==> src/rtl/pipeline_mem_arbiter.sv <==
// Arbitrates instruction fetch and data accesses onto one single-port memory, with an ack timeout.
// Optional macro MEM_ARB_RR_EN: round-robin on ties instead of fixed data-first priority.
module pipeline_mem_arbiter #(
  parameter int MAX_WAIT = 15
) (
  input  logic        clk,
  input  logic        rst,
  input  logic        if_req,
  input  logic [31:0] if_addr,
  output logic [31:0] if_rdata,
  output logic        if_done,
  input  logic        dm_req,
  input  logic        dm_we,
  input  logic [31:0] dm_addr,
  input  logic [31:0] dm_wdata,
  output logic [31:0] dm_rdata,
  output logic        dm_done,
  output logic        mem_req,
  output logic        mem_we,
  output logic [31:0] mem_addr,
  output logic [31:0] mem_wdata,
  input  logic        mem_ack,
  input  logic [31:0] mem_rdata,
  output logic        stall,
  output logic        err
);

  typedef enum logic [1:0] {IDLE, IF_WAIT, DM_WAIT} state_t;

  state_t     state;
  logic [7:0] wait_cnt;
  logic       in_wait;
  logic       timeout;
  logic       grant_if;
  logic       grant_dm;

  assign in_wait = (state == IF_WAIT) || (state == DM_WAIT);
  assign timeout = in_wait && !mem_ack && (wait_cnt == 8'(MAX_WAIT));

`ifdef MEM_ARB_RR_EN
  logic last_if;

  // On a tie the requester that was not granted last time goes next.
  assign grant_dm = dm_req && (!if_req || last_if);
`else
  logic last_unused;

  assign last_unused = 1'b0;
  assign grant_dm = dm_req;
`endif
  assign grant_if = if_req && !grant_dm;

  assign if_done  = (state == IF_WAIT) && (mem_ack || timeout);
  assign dm_done  = (state == DM_WAIT) && (mem_ack || timeout);
  assign if_rdata = ((state == IF_WAIT) && mem_ack) ? mem_rdata : 32'h0;
  assign dm_rdata = ((state == DM_WAIT) && mem_ack) ? mem_rdata : 32'h0;
  assign stall    = !rst && ((if_req && !if_done) || (dm_req && !dm_done));

  always_ff @(posedge clk or posedge rst) begin
    if (rst) begin
      state     <= IDLE;
      mem_req   <= 1'b0;
      mem_we    <= 1'b0;
      mem_addr  <= 32'h0;
      mem_wdata <= 32'h0;
      wait_cnt  <= 8'h0;
      err       <= 1'b0;
`ifdef MEM_ARB_RR_EN
      last_if   <= 1'b1;
`endif
    end else begin
      case (state)
        IDLE: begin
          if (grant_dm) begin
            state     <= DM_WAIT;
            mem_req   <= 1'b1;
            mem_we    <= dm_we;
            mem_addr  <= dm_addr;
            mem_wdata <= dm_wdata;
            wait_cnt  <= 8'h0;
`ifdef MEM_ARB_RR_EN
            last_if   <= 1'b0;
`endif
          end else if (grant_if) begin
            state     <= IF_WAIT;
            mem_req   <= 1'b1;
            mem_we    <= 1'b0;
            mem_addr  <= if_addr;
            mem_wdata <= 32'h0;
            wait_cnt  <= 8'h0;
`ifdef MEM_ARB_RR_EN
            last_if   <= 1'b1;
`endif
          end
        end
        IF_WAIT, DM_WAIT: begin
          // An ack arriving together with the timeout completes normally.
          if (mem_ack || timeout) begin
            state   <= IDLE;
            mem_req <= 1'b0;
            mem_we  <= 1'b0;
            if (timeout) err <= 1'b1;
          end else begin
            wait_cnt <= wait_cnt + 8'd1;
          end
        end
        default: state <= IDLE;
      endcase
    end
  end

endmodule

==> config.mk <==
export PLATFORM = sky130hd
export DESIGN_NAME = pipeline_mem_arbiter
export DESIGN_NICKNAME = d
export VERILOG_FILES = /design/src/rtl/pipeline_mem_arbiter.sv
export SDC_FILE = /design/constraint.sdc
export NUM_CORES = 1
export LEC_CHECK = 0
export BUFFER_PORTS_ARGS = -buffer_cell sky130_fd_sc_hd__buf_2
export CORE_AREA = 2 2 104 106
export CTS_BUF_LIST = sky130_fd_sc_hd__clkbuf_8
export CTS_CLUSTER_SIZE = 20
export DETAILED_ROUTE_END_ITERATION = 8
export DIE_AREA = 0 0 106 108
export PLACE_DENSITY_LB_ADDON = 0.1
export SKIP_LAST_GASP = 1
export SLEW_MARGIN = 20
export SYNTH_ARGS = -nofsm -noshare
export SYNTH_HDL_FRONTEND = slang
export SYNTH_SLANG_ARGS = --single-unit
export TNS_END_PERCENT = 1
==> constraint.sdc <==
create_clock -name clk -period 3.5 [get_ports clk]
set_clock_uncertainty 0.05 [all_clocks]
set_input_delay 0.525 -clock clk [delete_from_list [all_inputs] [get_ports clk]]
set_output_delay 0.525 -clock clk [all_outputs]
set_load 0.02 [all_outputs]
# == Word level (Yosys, flattened, before mapping) ==
# Index checks and enable logic that the tools add are counted.
# word_totals
out_inout_bits,134
regBits,77
word_cells,62
# classes
n_eq_ne,6
reduce_logical,27
n_addsub,1
muxes,21
# ops
op,n
32-bit 2-to-1 mux,6
8-bit 2-to-1 mux,3
8-bit one-hot mux with 2 select lines,1
1-bit logical AND,10
3-bit AND reduction,3
8-bit by 1-bit adder with 8-bit output (second input constant),1
8-bit by 4-bit equality test with 1-bit output (second input constant),1
2-bit 2-to-1 mux,3
1-bit logical NOT,5
1-bit 2-to-1 mux,5
2-bit inequality test (second input constant),2
1-bit one-hot mux with 2 select lines,2
2-bit one-hot mux with 2 select lines,1
2-bit AND reduction,2
2-bit nonzero test,2
1-bit logical OR,3
3-bit inequality test (second input constant),1
2-bit by 1-bit equality test with 1-bit output (second input constant),1
2-bit equality test (second input constant),1
2-bit logical NOT,1
2-bit OR reduction,1

# == Logic depth before layout (Yosys ltp) ==
# Gate-level depths: netlist of run 1.
# depth
ltp_word,10
ltp_mapped,7

# == Worst setup path after synthesis of run 1 ==
# No wires, ideal clock.
# synth_path
kind,input port to output port
from,input port rst
to,output port stall
n_path_buf,0
path_slack_ns,0.273
stages,3
required_ns,2.925
arrival_time_ns,2.652
cell_sequence,inv_1 -> nand2_1 -> o32ai_1
# synth_between
elab_chain_len,2
# synth_rtl
item,line_no,text
from (decl),7,"input logic rst,"
1-bit logical NOT (no source line),-,
1-bit logical AND,57,assign stall = !rst && ((if_req && !if_done) || (dm_req && !dm_done));
to (decl),24,"output logic stall,"
# No other way between the ends.

# == Worst setup path in the final report of run 1 ==
# layout_path
from,register state[1]
to,output port stall
# layout_between
elab_chain_len,10
word_cells_on_any_way,14
cone_classes,eq/ne (2); reduce/logical (12)
# layout_rtl
item,line_no,text
from (decl),30,state_t state;
from (signal assigned),61,state <= IDLE;
from (signal assigned),75,state <= DM_WAIT;
from (signal assigned),85,state <= IF_WAIT;
2-bit by 1-bit equality test with 1-bit output or 2-bit equality test (tied branches),"37, 53, 54",
1-bit logical OR,37,assign in_wait = (state == IF_WAIT) || (state == DM_WAIT);
1-bit logical AND (2 in series),38,assign timeout = in_wait && !mem_ack && (wait_cnt == 8'(MAX_WAIT));
1-bit logical OR,"53, 54",
"1-bit logical AND, on equally long branches","53, 54",
1-bit logical NOT,57,
1-bit logical AND,57,
1-bit logical OR (*),57,
1-bit logical AND (*),57,
# Every way passes the cells marked *; elsewhere a longest branch is shown, timed or not.

==> impl_metrics.ini, run 1 <==
[outcome]
status = finished clean

[floorplan]
rows = 37
die_w_um = 106
dieArea_um2 = 11400
start_util_pct = 37.7
io_pins = 268
fp.dieH_um = 108
coreArea_um2 = 10200

[layout]
num-nets-final = 757
drive_gt1_share_pct = 47.0
area_delta_synth_final_pct = 40.6
fill_cells = 974
layout_common_cells = buf_2, dfrtp_1, and3_1
layout_commonest_cell = buf_2
fin_area_um2 = 5420
utilization_pct = 52.9

[clock_network]
cts_buffers = 9
cts_tree = yes
cts.sinks = 77
cts_buffer_depth = 2
hold_buffers = 0
cts_setup_buffers = 0
cts_htree_levels = 3
clk_latency_ns = 0.34
cts.clk_slew.worst_paths_ns = 0.08
cts_resized = 0
clock-root-buffer = clkbuf_8

[detailed_routing]
num_vias = 3739
detail_route.wl_per_cell_um = 15.3
drc = 0
dr.pass1.iters = 4
drtAntennaViolNets = 0
drt_iter0_drc = 225
drt_wl_total_um = 11700
viasPerCell = 4.91

[synthesis]
ys_async_sr_fraction_pct = 100
synth.distinct_cells = 41
syn_nets = 509
ys_ff_latch = 77
synth-seq-area-share_pct = 50.0
avgSynthCellArea_um2 = 10.4
synth-main-ff-cell = dfrtp_1
syn_area_um2 = 3850
synth-edff-count = 0
yosysWarnings = 0
synthCells = 371

[sta]
worstMarginPinSlew_ns = 0.951
clock.fmax_mhz = 371
post-route-min-period_ns = 2.70
slew_headroom_pct = 36.6
fin_hold_ws_ns = 0.346
drv_slew = 0
setup_viol = 0
fin_tns_setup_ns = 0
fin_crit_sh_pct = 77.0
rsz0062_at_grt = no
hold_viol_final = 0

[global_route]
antenna_found_initial = 0
track_usage_pct = 20.0
overflow = 0
first_global_vias = 3524
top_usage_layer = met2
grt_max_degree = 97
grt_use_met3_pct = 5.49
use_met2_pct = 35.2
use_met1_pct = 23.3
grt_pass1_wl_um = 17800

[power_and_ir_drop]
power_w = 0.00429
powerDensity_nw_per_um2 = 792
ir_drop_v = 0.000384
p_leak_nw = 3.26

[setup_path]
crit_path_end_kind = output pin
crit_end = stall
startpoint = state[1]$_DFFE_PP0P_
crit_required_ns = 2.92
crit_fanout = 33
start_kind = flip-flop
crit_arrival_ns = 2.12
ff2ff_setup_slack_ns = 1.51
reg2reg_to = wait_cnt[1]$_DFFE_PP0P_
path_class = flip-flop to output pin
rr_startpoint = wait_cnt[0]$_DFFE_PP0P_
r2r_cells = 5

[placed_design]
dpl-instance-area_um2 = 5240
place_hpwl_um = 8840
portBuffers = 267
gp_congestion = 0.771

[flow_run]
maxCapViolations = 0

[min_path]
worstHoldPathType = primary input to flip-flop
==> routing by layer <==
metal	up-vias	part of all wire (%)	wire length [µm]
met5	-	0	0
met4	0	1.8	214
met3	12	7.8	912
met2	161	51	5960
met1	1715	39	4590
li1	1851	-	-
==> registers in the layout, summed over array words and instances, names as in the netlist <==
| register | count |
|---|---|
| state | 2 |
| mem_wdata | 32 |
| mem_addr | 32 |
| wait_cnt | 8 |
| mem_we | 1 |
| err | 1 |
| mem_req | 1 |
==> critical path, stage by stage, from the launching register on <==
cell and delay (ns):
dfrtp_1 0.40, inv_1 0.09, ha_1 0.77, nor2b_1 0.26, o32ai_1 0.09, buf_2 0.17
==> cell families (layout without fill, tap and decap cells) <==
group	Yosys count	after routing	share of synthesized area (%)
compound gates	84	84	15.3
buf+inv	41	294	4.84
other cells	0	1	0
flops	77	77	50.0
simple gates	129	129	19.2
fa+ha+maj	4	4	1.30
mux	36	36	9.35
==> stage by stage <==
| step | setup slack (ns) | std cells |
|---|---|---|
| final | 0.804 | 761 |
| after global routing | 0.644 | 760 |
| after CTS | 0.773 | 760 |
| after detailed placement | 1.17 | 744 |
| after global placement | 1.25 | 744 |
| after floorplan | 0.273 | 371 |
==> where the power goes <==
group          switching (W)  internal, W  total (W)  leakage (nW)
clock network       0.000326     0.000274   0.000601        0.0875
registers           0.000206      0.00128    0.00149         0.974
logic                0.00144     0.000764    0.00220          2.20
total                0.00197      0.00232    0.00429          3.26
==> final cells by class <==
class                      instances  area [µm²]  share of cell area, %
inverter                           7        27.5                  0.508
timing repair buffer             271        1370                   25.2
antenna                            1        2.50                 0.0462
multi-input combinational        253        1750                   32.2
clock buffer                      10         138                   2.54
tap                              136         170                   3.14
sequential                        77        1930                   35.6
clock inverter                     6        38.8                  0.716
==> how the worst min path moves through the flow <==
| stage | cells past startpoint | to | from | slack [ns] |
|---|---|---|---|---|
| after floorplan | 1 | wait_cnt[0]$_DFFE_PP0P_ | wait_cnt[0]$_DFFE_PP0P_ | 0.42 |
| after global placement | 2 | mem_addr[2]$_DFFE_PP0P_ | mem_addr[2]$_DFFE_PP0P_ | 0.41 |
| after detailed placement | 2 | mem_addr[20]$_DFFE_PP0P_ | mem_addr[20]$_DFFE_PP0P_ | 0.42 |
| after CTS | 2 | mem_wdata[9]$_DFFE_PP0P_ | dm_wdata[9] | 0.32 |
| after global routing | 2 | mem_wdata[26]$_DFFE_PP0P_ | dm_wdata[26] | 0.33 |
| final | 2 | mem_wdata[2]$_DFFE_PP0P_ | dm_wdata[2] | 0.35 |
==> cell usage after synthesis (2+ instances only) <==
master / number / area [µm²]
o21ai_0: 32 / 160
buf_2: 8 / 40.0
buf_1: 2 / 7.51
or3b_1: 3 / 26.3
clkbuf_1: 21 / 78.8
a31oi_1: 2 / 12.5
nor2b_1: 3 / 18.8
a21oi_1: 3 / 15.0
a22o_1: 33 / 289
inv_1: 7 / 26.3
nand2_1: 41 / 154
nand2b_1: 2 / 12.5
nand4_1: 2 / 12.5
and3_1: 65 / 407
buf_6: 3 / 33.8
dfrtp_1: 77 / 1930
mux2i_1: 36 / 360
nand3_1: 3 / 15.0
o211ai_1: 2 / 15.0
o21ai_2: 2 / 17.5
ha_1: 4 / 50.1
No activity file was read; power rests on OpenSTA's default activity.
==> run 2, diff against run 1 <==
CORE_AREA = default   (was 2 2 104 106)
CORE_MARGIN = 2   (was default)
CORE_UTILIZATION = 39   (was default)
DIE_AREA = default   (was 0 0 106 108)
clock period = 2.4 ns   (was 3.5 ns; I/O delays follow)
==> impl_metrics.ini, run 2 (synthesized netlist as in run 1, its figures left out) <==
[power_and_ir_drop]
switching_share_pct = 44.9
p_int_w = 0.00350
p_switching_w = 0.00285
powerDensity_nw_per_um2 = 1160
p_leak_nw = 3.30
power_frac_comb_pct = 51.3
p_clk_share_pct = 14.3
p_seq_share_pct = 34.3
ir_drop_v = 0.000696

[layout]
n_antenna_cell = 0
seq_area_um2 = 1930
largest_registers = mem_addr x32, mem_wdata x32, wait_cnt x8
drive_gt1_share_pct = 47.7
utilization_pct = 56.5
multi_input_area_um2 = 1760
fill_cells = 895
fin_area_um2 = 5470
layout_commonest_cell = buf_2
area_delta_synth_final_pct = 42.0
num-nets-final = 761
final_cells = 760
layout_common_cells = buf_2, dfrtp_1, and3_1

[detailed_routing]
drt_iter0_drc = 143
num_vias = 3772
drt_wl_total_um = 11800
viasPerCell = 4.96
detail_route.wl_per_cell_um = 15.5
drc = 0
dr.pass1.iters = 4
drtAntennaViolNets = 0

[global_route]
track_usage_pct = 21.0
grt_pass1_wl_um = 17000
first_global_vias = 3421
antenna_found_initial = 0
grt_max_degree = 97
overflow = 0

[floorplan]
dieArea_um2 = 10700
start_util_pct = 39.8
coreArea_um2 = 9680
fp.dieH_um = 103
io_pins = 268
rows = 36
die_w_um = 103

[sta]
fin_hold_ws_ns = 0.181
worstMarginPinSlew_ns = 0.950
drv_slew = 0
clock.fmax_mhz = 444
hold_viol_final = 0
fin_crit_sh_pct = 93.9
post-route-min-period_ns = 2.25
slew_headroom_pct = 36.7
worst_slack_ns = 0.145
setup_viol = 0

[clock_network]
hold_buffers = 0
cts_buffer_depth = 2
cts_buffers = 9
cts_htree_levels = 3
clock-root-buffer = clkbuf_8
cts.sinks = 77
cts_tree = yes
clk_latency_ns = 0.34
cts.clk_slew.worst_paths_ns = 0.08

[setup_path]
crit_arrival_ns = 1.84
path_cells = inv_1, ha_2, a31oi_2, nor2b_1, o32ai_1, buf_2
crit_required_ns = 1.99
path_class = flip-flop to output pin
critPathSlowestCell = dfrtp_1
ff2ff_setup_slack_ns = 0.41
start_kind = flip-flop
crit_path_end_kind = output pin
crit_fanout = 8
critPathMaxStageDelay_ns = 0.41

[placed_design]
portBuffers = 267
gp_congestion = 0.889
place_hpwl_um = 8800
place_ws_ns = 0.372
dpl-instance-area_um2 = 5270
place_inst = 744

[min_path]
worstHoldPathType = primary input to flip-flop

[flow_run]
maxCapViolations = 0

[outcome]
status = finished clean
## run 2: power by group through the flow
stage	registers (W)	clock network (W)	logic, W
after floorplan	0.00285	0	0.00147
after global placement	0.00219	0	0.00322
after detailed placement	0.00219	0	0.00328
after CTS	0.00219	0.000939	0.00327
after global routing	0.00225	0.000998	0.00355
final	0.00218	0.000910	0.00326
## run 2: worst max-delay path: cells and delay by family (launching register included)
family | cells | cell delay [ns]
AO/OA/AOI/OAI | 2 | 0.37
adder cells (fa/ha/maj) | 1 | 0.33
AND/OR/NAND/NOR | 1 | 0.09
buffers and inverters | 2 | 0.30
flip-flops | 1 | 0.41
## run 2: final timing paths
kind                                           from                         to  cells past startpoint
max in group asynchronous                       rst   mem_addr[14]$_DFFE_PP0P_                      3
setup reg to reg            wait_cnt[1]$_DFFE_PP0P_    wait_cnt[0]$_DFFE_PP0P_                      5
min in group asynchronous                       rst            err$_DFFE_PP0P_                      3
hold reg to reg            mem_addr[28]$_DFFE_PP0P_   mem_addr[28]$_DFFE_PP0P_                      2
setup / recovery               state[0]$_DFFE_PP0P_                      stall                      6
hold / removal                         dm_wdata[20]  mem_wdata[20]$_DFFE_PP0P_                      2
## run 2: area by class of cell
class | count | share of cell area (%)
clock buffer | 9 | 2.26
clock inverter | 6 | 0.915
inverter | 7 | 0.549
multi-input combinational | 253 | 32.3
sequential | 77 | 35.2
tap | 133 | 3.04
timing repair buffer | 275 | 25.8
## run 2: timing repair
item	4_1_cts	5_1_grt
buffers inserted	0	1
gates resized for setup	1	3
gates cloned	0	0
pin swaps	0	1
setup endpoints to repair	1	1
## run 2: per-layer routing
| metal | vias to the layer above | global-route usage (%) | wire [µm] |
|---|---|---|---|
| met1 | 1730 | 24.6 | 4660 |
| met2 | 178 | 36.1 | 5820 |
| li1 | 1844 | - | - |
| met5 | - | 0 | 0 |
| met4 | 0 | 9.21 | 285 |
| met3 | 20 | 5.65 | 996 |
## run 2: metrics by stage
stage	setup TNS [ns]	total power (W)
6_report	0	0.00635
5_1_grt	-0.00842	0.00680
4_1_cts	0	0.00639
3_5_place_dp	0	0.00547
3_3_place_gp	0	0.00541
2_1_floorplan	0	0.00432
==> run 3, diff against run 2 <==
ABC_AREA = 0   (was default)
clock period = 1.8 ns   (was 2.4 ns; I/O delays follow)
==> impl_metrics.ini, run 3 (synthesized netlist as in run 1, its figures left out) <==
[placed_design]
place_inst = 759
portBuffers = 267
place_hpwl_um = 9030
gp_congestion = 0.817

[clock_network]
cts.sinks = 77
cts_buffers = 9
clock-root-buffer = clkbuf_8
cts_htree_levels = 3
cts_tree = yes
cts.clk_slew.worst_paths_ns = 0.08
cts_buffer_depth = 2
clk_latency_ns = 0.34

[detailed_routing]
drtAntennaViolNets = 0
top_layer = met4
wl_met2_um = 5810
detail_route.wl_per_cell_um = 15.3
met3WireLength_um = 1020
drt_wl_total_um = 11900
drc = 0
wl_met1_um = 4700
drt_iter0_drc = 149
viasPerCell = 4.92
num_vias = 3836
dr.pass1.iters = 5

[sta]
slew_headroom_pct = 64.8
clock.fmax_mhz = 461
rsz0062_at_grt = yes
setup_viol = 75
worstMarginPinSlew_ns = 0.528
post-route-min-period_ns = 2.17
fin_crit_sh_pct = 121
hold_viol_final = 0
drv_slew = 0
worst_slack_ns = -0.370

[floorplan]
die_w_um = 103
start_util_pct = 39.8
fp.dieH_um = 103
dieArea_um2 = 10700
rows = 36
coreArea_um2 = 9680
io_pins = 268

[global_route]
first_global_vias = 3446
grt_max_degree = 78
track_usage_pct = 21.0
grt_pass1_wl_um = 16900
antenna_found_initial = 1
overflow = 0

[setup_path]
crit_required_ns = 1.48
path_class = flip-flop to output pin
path_cells = ha_2, nor3b_4, a31oi_2, nor2b_1, o32ai_1, buf_2
crit_path_end_kind = output pin
critPathSlowestCell = dfrtp_1
start_kind = flip-flop
crit_fanout = 2
critPathMaxStageDelay_ns = 0.39
crit_arrival_ns = 1.85

[layout]
num-nets-final = 778
area_delta_synth_final_pct = 47.2
drive_gt1_share_pct = 49.5
final_cells = 780
layout_common_cells = buf_2, dfrtp_1, and3_1
layout_commonest_cell = buf_2
utilization_pct = 58.5
largest_registers = mem_addr x32, mem_wdata x32, wait_cnt x8

[flow_run]
maxCapViolations = 0

[min_path]
worstHoldPathType = primary input to asynchronous set/reset pin

[outcome]
status = finished, violations left
violations = negative setup slack

[power_and_ir_drop]
powerDensity_nw_per_um2 = 1550
ir_drop_v = 0.00106
p_leak_nw = 3.39
==> run 3: power by group <==
group / total (W) / switching [W] / internal, W
clock: 0.00131 / 0.000641 / 0.000673
sequential: 0.00288 / 0.000392 / 0.00249
combinational: 0.00459 / 0.00285 / 0.00175
total: 0.00879 / 0.00388 / 0.00491
==> run 3: final timing paths <==
| check | startpoint | end | slack (ns) | cells past startpoint |
|---|---|---|---|---|
| min in group clk | dm_wdata[26] | mem_wdata[26]$_DFFE_PP0P_ | 0.09 | 2 |
| setup / recovery | wait_cnt[0]$_DFFE_PP0P_ | stall | -0.37 | 6 |
| hold reg to reg | mem_addr[14]$_DFFE_PP0P_ | mem_addr[14]$_DFFE_PP0P_ | 0.42 | 2 |
| hold / removal | rst | state[1]$_DFFE_PP0P_ | 0.02 | 3 |
| setup reg to reg | wait_cnt[1]$_DFFE_PP0P_ | wait_cnt[1]$_DFFE_PP0P_ | -0.12 | 6 |
| max in group asynchronous | rst | mem_addr[11]$_DFFE_PP0P_ | 1.39 | 3 |
==> run 3: timing repair <==
| action | CTS | global route |
|---|---|---|
| resized for setup | 4 | 0 |
| pin swaps | 3 | 3 |
| setup endpoints to repair | 72 | 79 |
| hold buffers | 0 | 0 |
| setup buffers | 2 | 1 |
==> run 3: worst max-delay path: cells and delay by family, from the launching register on <==
kind / cells / cell delay [ns]
DFF: 1 / 0.39
adders and majority gates: 1 / 0.20
AOI/OAI and AO/OA: 2 / 0.45
and+or+nand+nor: 2 / 0.25
buffers and inverters: 1 / 0.23
==> run 3: through the flow <==
step | area, µm² | TNS [ns] | total power, W | setup WS, ns | hold WS, ns
2_1_floorplan | 3860 | -0.254 | 0.00576 | -0.254 | 0.360
3_3_place_gp | 5420 | -0.00899 | 0.00743 | -0.00899 | 0.395
3_5_place_dp | 5420 | -0.0434 | 0.00751 | -0.0214 | 0.400
4_1_cts | 5660 | -12.19 | 0.00889 | -0.390 | 0.00843
5_1_grt | 5670 | -18.61 | 0.00942 | -0.440 | 0.0217
6_report | 5670 | -10.10 | 0.00879 | -0.370 | 0.0155
==> run 3: area by class of cell <==
cell class / instances / area, µm²
fillers: 871 / 4020
flip-flops and latches: 77 / 1930
multi-input cells: 253 / 1770
repair buffers: 292 / 1570
well taps: 133 / 166
clock buffers: 10 / 138
clock inverters: 6 / 62.6
inverters: 7 / 30.0
diodes: 2 / 5.00
==> run 3: layer usage <==
layer  vias to the layer above  global-route usage, %
met4                         0                   11.3
li1                       1885                      -
met1                      1747                   24.6
met5                         -                      0
met3                        27                   6.25
met2                       177                   34.7
